**config.mk**
```make
export PLATFORM = sky130hd
export DESIGN_NAME = vga_timing_gen_flat
export DESIGN_NICKNAME = d
export VERILOG_FILES = /design/src/rtl/vga_timing_gen_if.sv /design/src/rtl/vga_timing_gen.sv /design/src/flat_wrapper.sv
export SDC_FILE = /design/constraint.sdc
export NUM_CORES = 1
export LEC_CHECK = 0
export BUFFER_PORTS_ARGS = -buffer_cell sky130_fd_sc_hd__buf_2
export CAP_MARGIN = 20
export CORE_UTILIZATION = 46
export CTS_CLUSTER_SIZE = 14
export DETAILED_ROUTE_END_ITERATION = 8
export MAX_ROUTING_LAYER = met4
export PLACE_DENSITY = 0.78
export SLEW_MARGIN = 15
export SYNTH_ARGS = -nofsm -noshare
export SYNTH_HDL_FRONTEND = slang
export SYNTH_SLANG_ARGS = --single-unit
```
**constraint.sdc**
```tcl
create_clock -name clk -period 4.3 [get_ports clk]
set_input_delay 1.29 -clock clk [delete_from_list [all_inputs] [get_ports clk]]
set_output_delay 1.29 -clock clk [all_outputs]
set_load 0.05 [all_outputs]
```
**src/rtl/vga_timing_gen_if.sv**
```systemverilog
// rtl/vga_timing_gen_if.sv - raster-scan signal bundle between timing generator and pixel/DAC logic
interface vga_timing_gen_if;
   logic       pix_en;
   logic [9:0] x;
   logic [9:0] y;
   logic       hsync;
   logic       vsync;
   logic       video_on;
   logic       vga_blank_n;
   logic       vga_sync_n;
   logic       vga_clk;
   logic       frame_tick;

   modport master (
      output pix_en, x, y, hsync, vsync, video_on,
             vga_blank_n, vga_sync_n, vga_clk, frame_tick
   );

   modport slave (
      input  pix_en, x, y, hsync, vsync, video_on,
             vga_blank_n, vga_sync_n, vga_clk, frame_tick
   );
endinterface

```
**src/rtl/vga_timing_gen.sv**
```systemverilog
// rtl/vga_timing_gen.sv - VGA raster timing: pixel divider, x/y counters, delayed sync/blank, frame tick
module vga_timing_gen #(
   parameter int CLK_DIV  = 2,
   parameter int H_ACTIVE = 640,
   parameter int H_FP     = 16,
   parameter int H_SYNC   = 96,
   parameter int H_BP     = 48,
   parameter int V_ACTIVE = 480,
   parameter int V_FP     = 10,
   parameter int V_SYNC   = 2,
   parameter int V_BP     = 33,
   parameter bit SYNC_POL = 1'b0,
   parameter int DELAY    = 1
) (
   input  logic              clk,
   input  logic              reset,
   vga_timing_gen_if.master  vga
);
   localparam int H_TOTAL = H_ACTIVE + H_FP + H_SYNC + H_BP;
   localparam int V_TOTAL = V_ACTIVE + V_FP + V_SYNC + V_BP;

   localparam logic [2:0] DIV_LAST = 3'(CLK_DIV - 1);
   localparam logic [2:0] DIV_HALF = 3'(CLK_DIV / 2);
   localparam bit         HAS_VCLK = (CLK_DIV > 1);

   localparam logic [9:0] H_LAST   = 10'(H_TOTAL - 1);
   localparam logic [9:0] V_LAST   = 10'(V_TOTAL - 1);
   localparam logic [9:0] H_VIS    = 10'(H_ACTIVE);
   localparam logic [9:0] V_VIS    = 10'(V_ACTIVE);
   localparam logic [9:0] V_VIS_M1 = 10'(V_ACTIVE - 1);
   localparam logic [9:0] HS_FIRST = 10'(H_ACTIVE + H_FP);
   localparam logic [9:0] HS_LAST  = 10'(H_ACTIVE + H_FP + H_SYNC - 1);
   localparam logic [9:0] VS_FIRST = 10'(V_ACTIVE + V_FP);
   localparam logic [9:0] VS_LAST  = 10'(V_ACTIVE + V_FP + V_SYNC - 1);

   logic [2:0] div;
   logic [2:0] div_next;
   logic       pix_en;
   logic       vga_clk_q;
   logic [9:0] x_q;
   logic [9:0] y_q;
   logic       tick_q;

   assign pix_en   = (div == DIV_LAST);
   assign div_next = pix_en ? 3'd0 : div + 3'd1;

   // vga_clk is registered from the next divider value so it tracks div in the same cycle;
   // with no divider there is no sub-pixel phase to show, so it stays low.
   always_ff @(posedge clk or posedge reset) begin
      if (reset) begin
         div       <= 3'd0;
         vga_clk_q <= 1'b0;
      end else begin
         div       <= div_next;
         vga_clk_q <= HAS_VCLK && (div_next >= DIV_HALF);
      end
   end

   always_ff @(posedge clk or posedge reset) begin
      if (reset) begin
         x_q    <= 10'd0;
         y_q    <= 10'd0;
         tick_q <= 1'b0;
      end else begin
         tick_q <= pix_en && (x_q == H_LAST) && (y_q == V_VIS_M1);
         if (pix_en) begin
            if (x_q == H_LAST) begin
               x_q <= 10'd0;
               y_q <= (y_q == V_LAST) ? 10'd0 : y_q + 10'd1;
            end else begin
               x_q <= x_q + 10'd1;
            end
         end
      end
   end

   logic       hs_raw;
   logic       vs_raw;
   logic       vid_raw;
   logic [2:0] raw_vec;

   assign hs_raw  = (x_q >= HS_FIRST) && (x_q <= HS_LAST);
   assign vs_raw  = (y_q >= VS_FIRST) && (y_q <= VS_LAST);
   assign vid_raw = (x_q < H_VIS) && (y_q < V_VIS);
   assign raw_vec = {hs_raw, vs_raw, vid_raw};

   // Delay line runs every clk so sync/blank line up with the registered colour stage.
   logic [DELAY-1:0][2:0] pipe;

   generate
      if (DELAY > 1) begin : g_pipe_multi
         always_ff @(posedge clk or posedge reset) begin
            if (reset) pipe <= '0;
            else       pipe <= {pipe[DELAY-2:0], raw_vec};
         end
      end else begin : g_pipe_single
         always_ff @(posedge clk or posedge reset) begin
            if (reset) pipe <= '0;
            else       pipe <= raw_vec;
         end
      end
   endgenerate

   logic [2:0] dly;
   assign dly = pipe[DELAY-1];

   assign vga.pix_en      = pix_en;
   assign vga.x           = x_q;
   assign vga.y           = y_q;
   assign vga.hsync       = dly[2] ? SYNC_POL : ~SYNC_POL;
   assign vga.vsync       = dly[1] ? SYNC_POL : ~SYNC_POL;
   assign vga.video_on    = dly[0];
   assign vga.vga_blank_n = dly[0];
   assign vga.vga_sync_n  = 1'b1;
   assign vga.vga_clk     = vga_clk_q;
   assign vga.frame_tick  = tick_q;
endmodule
```
**src/flat_wrapper.sv**
```systemverilog
// flat-port wrapper written by rule: the top's interface ports become plain ports
module vga_timing_gen_flat 
#(
   parameter int CLK_DIV  = 2,
   parameter int H_ACTIVE = 640,
   parameter int H_FP     = 16,
   parameter int H_SYNC   = 96,
   parameter int H_BP     = 48,
   parameter int V_ACTIVE = 480,
   parameter int V_FP     = 10,
   parameter int V_SYNC   = 2,
   parameter int V_BP     = 33,
   parameter bit SYNC_POL = 1'b0,
   parameter int DELAY    = 1
)
  (clk, reset, vga_pix_en, vga_x, vga_y, vga_hsync, vga_vsync, vga_video_on, vga_vga_blank_n, vga_vga_sync_n, vga_vga_clk, vga_frame_tick);
  vga_timing_gen_if vga_i ();
  input  logic clk;
  input  logic reset;
  output wire logic [$bits(vga_i.pix_en)-1:0] vga_pix_en;
  output wire logic [$bits(vga_i.x)-1:0] vga_x;
  output wire logic [$bits(vga_i.y)-1:0] vga_y;
  output wire logic [$bits(vga_i.hsync)-1:0] vga_hsync;
  output wire logic [$bits(vga_i.vsync)-1:0] vga_vsync;
  output wire logic [$bits(vga_i.video_on)-1:0] vga_video_on;
  output wire logic [$bits(vga_i.vga_blank_n)-1:0] vga_vga_blank_n;
  output wire logic [$bits(vga_i.vga_sync_n)-1:0] vga_vga_sync_n;
  output wire logic [$bits(vga_i.vga_clk)-1:0] vga_vga_clk;
  output wire logic [$bits(vga_i.frame_tick)-1:0] vga_frame_tick;
  assign vga_pix_en = vga_i.pix_en;
  assign vga_x = vga_i.x;
  assign vga_y = vga_i.y;
  assign vga_hsync = vga_i.hsync;
  assign vga_vsync = vga_i.vsync;
  assign vga_video_on = vga_i.video_on;
  assign vga_vga_blank_n = vga_i.vga_blank_n;
  assign vga_vga_sync_n = vga_i.vga_sync_n;
  assign vga_vga_clk = vga_i.vga_clk;
  assign vga_frame_tick = vga_i.frame_tick;
  vga_timing_gen #(.CLK_DIV(CLK_DIV), .H_ACTIVE(H_ACTIVE), .H_FP(H_FP), .H_SYNC(H_SYNC), .H_BP(H_BP), .V_ACTIVE(V_ACTIVE), .V_FP(V_FP), .V_SYNC(V_SYNC), .V_BP(V_BP), .SYNC_POL(SYNC_POL), .DELAY(DELAY)) u_core (.clk(clk), .reset(reset), .vga(vga_i));
endmodule
```
==> metrics.yaml, run 1 <==
ant_nets: 0
postCtsHoldBufs: 0
vias: 1093
synthFlopType: "dfrtp_1"
worst_setup_path_start_kind: "flop"
core_area_sq_mm: 0.002805
setup_viol: 0
ys_seq_elements: 28
top_layer: "met4"
crit_type: "flop to output port"
grt_pass1_vias: 1016
r2r_setup_slack_ns: 2.41
detail_route.vias_per_cell: 5.577
worst_slack_ns: 1.402
synth_cells: 135
clockRootBuffer: "clkbuf_4"
max_freq_ghz: 0.3451
max_cap_violations: 0
yosys.area.top_type: "dfrtp_1"
wl_met2_mm: 1.429
nets: 172
cts.sinks: 28
clockPowerShare: 0.322
power_density_mw_per_mm2: 250.9
ys_warn_count: 0
vdd_drop_max_mv: 0.1256
end_kind: "output port"
cts_buffer_depth: 2
drive_above_1_share: 0.2364
final-hold-violation-count: 0
area_delta_synth_final_pct: 15.54
synth_edf_count: 0
start_util: 0.4964
gp_congestion: 0.8075
wl_mm: 2.855
status: "complete, but fails checks"
rsz0062_at_grt: "no"
dp_hpwl_mm: 2.039
hp-class: "flop to flop"
failed_checks: "design-rule violations"
synth.avg_cell_area_sq_um: 10.32
htree_num_levels: 1
portBuffers: 28
drv_slew: 0
die_h_um: 57.02
seqPwrFrac: 0.652
die_area_sq_mm: 0.003251
seq_area_frac_synth: 0.5031
drt-pass1-iter-count: 6
synth_common_cells: "dfrtp_1, nand2_1, inv_1"
sw_frac_of_total: 0.2121
period_minus_slack_ns: 2.898
synth.area.top_cells: "dfrtp_1, xnor2_1, nand2_1, ha_1, inv_1"
cts_tree: "built"
drt-initial-drc-count: 29
postCtsSetupRepairBufs: 0
wire_per_inst_um: 14.57
cp.arrival_ns: 1.61
postCtsResizedCells: 0
fp.dieW_um: 57.02
wl_met1_mm: 1.304
clk_pin_slew_ns: 0.16
antenna_found_initial: 0
rows: 19
dp_slack_ns: 1.785
drc: 2
grt_overflow: 0
internal_power_w: 0.0003181
worstPathRequired_ns: 3.01
pin_count: 30
p_sw_w: 0.00008561
routed-wl-met3_um: 83
grt_usage: 0.1920
cp_max_fo: 10
synth.most_common_cell: "dfrtp_1"
fin_crit_sh: 0.6739
fillers: 253
syn_nets: 141
clk_latency_ns: 0.33
finClkSkew_ns: 0.009635
grt_pass1_wl_mm: 4.664
yosysUniqueCellTypes: 37
antenna_cells: 0
async_reset_ff_frac: 1.000
pwr-share-comb: 0.026
synth_top_area_frac: 0.5031
timing.hold.ws_ns: 0.5399
p_leak_nw: 0.7721
synth_area_sq_mm: 0.001393
totalNegativeSetupSlack_ns: 0
grt_max_degree: 29
numCtsBuffers: 3
## flip-flops by register name (all words and copies together) (netlist names)
signal / flops
u_core.div: 3
u_core.dly: 3
u_core.vga.frame_tick: 1
u_core.vga.vga_clk: 1
u_core.vga.x: 10
u_core.vga.y: 10
## final timing paths
path	from	cells after the start	end
max	u_core.div[1]$_DFF_PP0_	3	vga_pix_en
min	u_core.div[0]$_DFF_PP0_	1	u_core.div[0]$_DFF_PP0_
max reg2reg	u_core.div[1]$_DFF_PP0_	5	u_core.vga.y[7]$_DFFE_PP0P_
min reg2reg	u_core.div[0]$_DFF_PP0_	1	u_core.div[0]$_DFF_PP0_
max in group asynchronous	reset	3	u_core.dly[1]$_DFF_PP0_
min in group asynchronous	reset	2	u_core.dly[0]$_DFF_PP0_
## metrics by stage
step	instance area, sq um	total power [W]	instances	utilization
2_1_floorplan	1393	0.0002748	135	-
3_3_place_gp	1545	0.0002757	191	0.5508
3_5_place_dp	1545	0.0002760	191	0.5508
4_1_cts	1582	0.0004048	195	0.5638
5_1_grt	1609	0.0004184	196	0.5736
6_report	1609	0.0004037	196	0.5736
## critical path, stage by stage, from the launching register on
cell      delay (ns)
dfrtp_1         0.45
or3b_4          0.45
clkinv_4        0.11
buf_2           0.26
## metal layers
metal,vias to the layer above,global-route usage
li1,527,-
met1,539,0.2574
met2,23,0.2908
met3,4,0.02721
met4,0,0.08711
met5,-,-
## cell usage in the layout (no fill, tap or decap), types with 4 or more instances in the layout
| master | count |
|---|---|
| o21ai_0 | 6 |
| xnor2_1 | 8 |
| nand2_1 | 15 |
| ha_1 | 4 |
| nor2_1 | 4 |
| nor3_1 | 4 |
| buf_2 | 28 |
| nand4_1 | 6 |
| nand3_1 | 4 |
| and3_1 | 5 |
| dfrtp_1 | 28 |
| inv_1 | 10 |
## logic make-up (layout without fill, tap and decap cells)
family          Yosys count  after routing  share of synthesized area
buf+inv                  15             45                    0.05480
xor+xnor                 11             11                    0.06919
flops                    28             28                     0.5031
mux                       2              2                    0.01438
simple gates             54             54                     0.2291
other cells               1              1                   0.002693
fa+ha+maj                 4              4                    0.03594
compound gates           20             20                    0.09075
## area by class of cell
cell class,count,area (sq um),share of cell area
clock buffers,4,36.28,0.02255
inverters,12,50.05,0.03110
multi-input cells,92,615.6,0.3826
flip-flops and latches,28,700.7,0.4355
well taps,31,38.79,0.02411
repair buffers,29,167.7,0.1042
## power by group through the flow
stage / logic (W) / registers (W) / clock network [W]
floorplan: 0.00000650 / 0.000268 / 0
global placement: 0.00000742 / 0.000268 / 0
detailed placement: 0.00000772 / 0.000268 / 0
CTS: 0.00000771 / 0.000263 / 0.000134
global route: 0.0000117 / 0.000264 / 0.000143
finish: 0.0000105 / 0.000263 / 0.000130
Note: power is estimated with default switching activity, not from simulation.
==> run 2: changes to the inputs <==
==> constraint.sdc (replaced) <==
create_clock -name clk -period 2.9 [get_ports clk]
set_input_delay 0.87 -clock clk [delete_from_list [all_inputs] [get_ports clk]]
set_output_delay 0.87 -clock clk [all_outputs]
set_load 0.05 [all_outputs]
==> metrics.yaml, run 2 (same netlist as run 1, synthesis figures left out) <==
crit_chain: "or3b_4 > clkinv_4 > buf_2"
critPathTopFamily: "simple AND/OR/NAND/NOR gates"
slowest_stage: "or3b_4"
worstPathRequired_ns: 2.03
antenna_found_initial: 0
detail_route.vias_per_cell: 5.626
grt_overflow: 0
wire_per_inst_um: 14.65
postCtsSetupRepairBufs: 0
hp-class: "flop to flop"
clockRootBuffer: "clkbuf_4"
totalNegativeSetupSlack_ns: 0
final_cell_mix: "buf_2, dfrtp_1, nand2_1, inv_1, xnor2_1"
cts_tree: "built"
timing.hold.ws_ns: 0.5268
crit_type: "flop to output port"
cp_num_buf_inv: 2
ant_nets: 0
fp.dieW_um: 57.02
dp_hpwl_mm: 2.027
final-hold-violation-count: 0
grt_usage: 0.1911
drt-initial-drc-count: 43
hold_path_depth: 1
gp_congestion: 0.8201
clk_pin_slew_ns: 0.15
max_freq_ghz: 0.4014
finClkSkew_ns: 0.01024
p_leak_nw: 0.7608
die_h_um: 57.02
cts_buffer_depth: 2
min_to: "u_core.vga.y[8]$_DFFE_PP0P_"
reg2regPathDepth: 5
failed_checks: "design-rule violations"
cp.arrival_ns: 1.62
period_minus_slack_ns: 2.491
grt_pass1_wl_mm: 4.602
drc: 2
drt-pass1-iter-count: 6
cts.sinks: 28
cp_max_fo: 10
status: "complete, but fails checks"
core_area_sq_mm: 0.002805
max_cap_violations: 0
htree_num_levels: 1
worst_setup_path_start_kind: "flop"
pin_count: 30
portBuffers: 28
r2r_setup_slack_ns: 1.01
wl_mm: 2.856
vias: 1097
die_area_sq_mm: 0.003251
r2r-start: "u_core.div[1]$_DFF_PP0_"
grt_max_degree: 29
slowest_delay_ns: 0.46
clk_latency_ns: 0.33
fin_crit_sh: 0.8590
setup_viol: 0
antenna_cells: 0
drv_slew: 0
end_kind: "output port"
vdd_drop_max_mv: 0.1886
r2r_end: "u_core.vga.y[9]$_DFFE_PP0P_"
drive_above_1_share: 0.2317
rows: 19
power_density_mw_per_mm2: 359.1
postCtsResizedCells: 0
numCtsBuffers: 3
rsz0062_at_grt: "no"
hold_start: "u_core.vga.y[8]$_DFFE_PP0P_"
postCtsHoldBufs: 0
grt_pass1_vias: 985
area_delta_synth_final_pct: 13.12
nets: 172
start_util: 0.4964
[run 2: changes by cell type in the layout (fill, tap and decap cells not counted), sizes merged]
cell / change
inv: +1
clkbuf: -1
clkinv: -1
[run 2: metrics by stage]
| step | utilization | cells | worst slack [ns] | power (W) | instance area, sq um |
|---|---|---|---|---|---|
| after floorplan | - | 135 | 1.007 | 0.0004075 | 1393 |
| after global placement | 0.5535 | 192 | 0.8190 | 0.0004099 | 1553 |
| after detailed placement | 0.5535 | 192 | 0.7899 | 0.0004105 | 1553 |
| after CTS | 0.5616 | 195 | 0.3989 | 0.0005706 | 1575 |
| after global routing | 0.5616 | 195 | 0.3367 | 0.0005875 | 1575 |
| final | 0.5616 | 195 | 0.4090 | 0.0005657 | 1575 |
[run 2: worst max path at each step]
stage / slack [ns] / startpoint / endpoint / cells past startpoint
after floorplan: 1.01 / u_core.vga.x[0]$_DFFE_PP0P_ / u_core.vga.y[7]$_DFFE_PP0P_ / 6
after global placement: 0.82 / u_core.div[1]$_DFF_PP0_ / vga_pix_en / 3
after detailed placement: 0.79 / u_core.div[1]$_DFF_PP0_ / vga_pix_en / 3
after CTS: 0.40 / u_core.div[1]$_DFF_PP0_ / vga_pix_en / 3
after global routing: 0.34 / u_core.div[1]$_DFF_PP0_ / vga_pix_en / 3
final: 0.41 / u_core.div[1]$_DFF_PP0_ / vga_pix_en / 3
[run 2: layer usage]
layer,GRT usage,routed length [um],vias to the layer above
met5,-,0,-
met2,0.3025,1391,35
met4,0.07666,55,0
li1,-,-,528
met3,0.03401,131,6
met1,0.2444,1278,528
[run 2: cell type report]
cell class	instances	area, sq um
multi-input combinational	92	615.6
fill	264	1230
timing repair buffer	29	147.6
inverter	12	50.05
tap	31	38.79
sequential	28	700.7
clock buffer	3	22.52
[run 2: report_power, final]
group / switching (W) / internal (W)
clock network: 0.000114 / 0.0000488
logic: 0.0000106 / 0.00000147
registers: 0 / 0.000391
total: 0.000125 / 0.000441
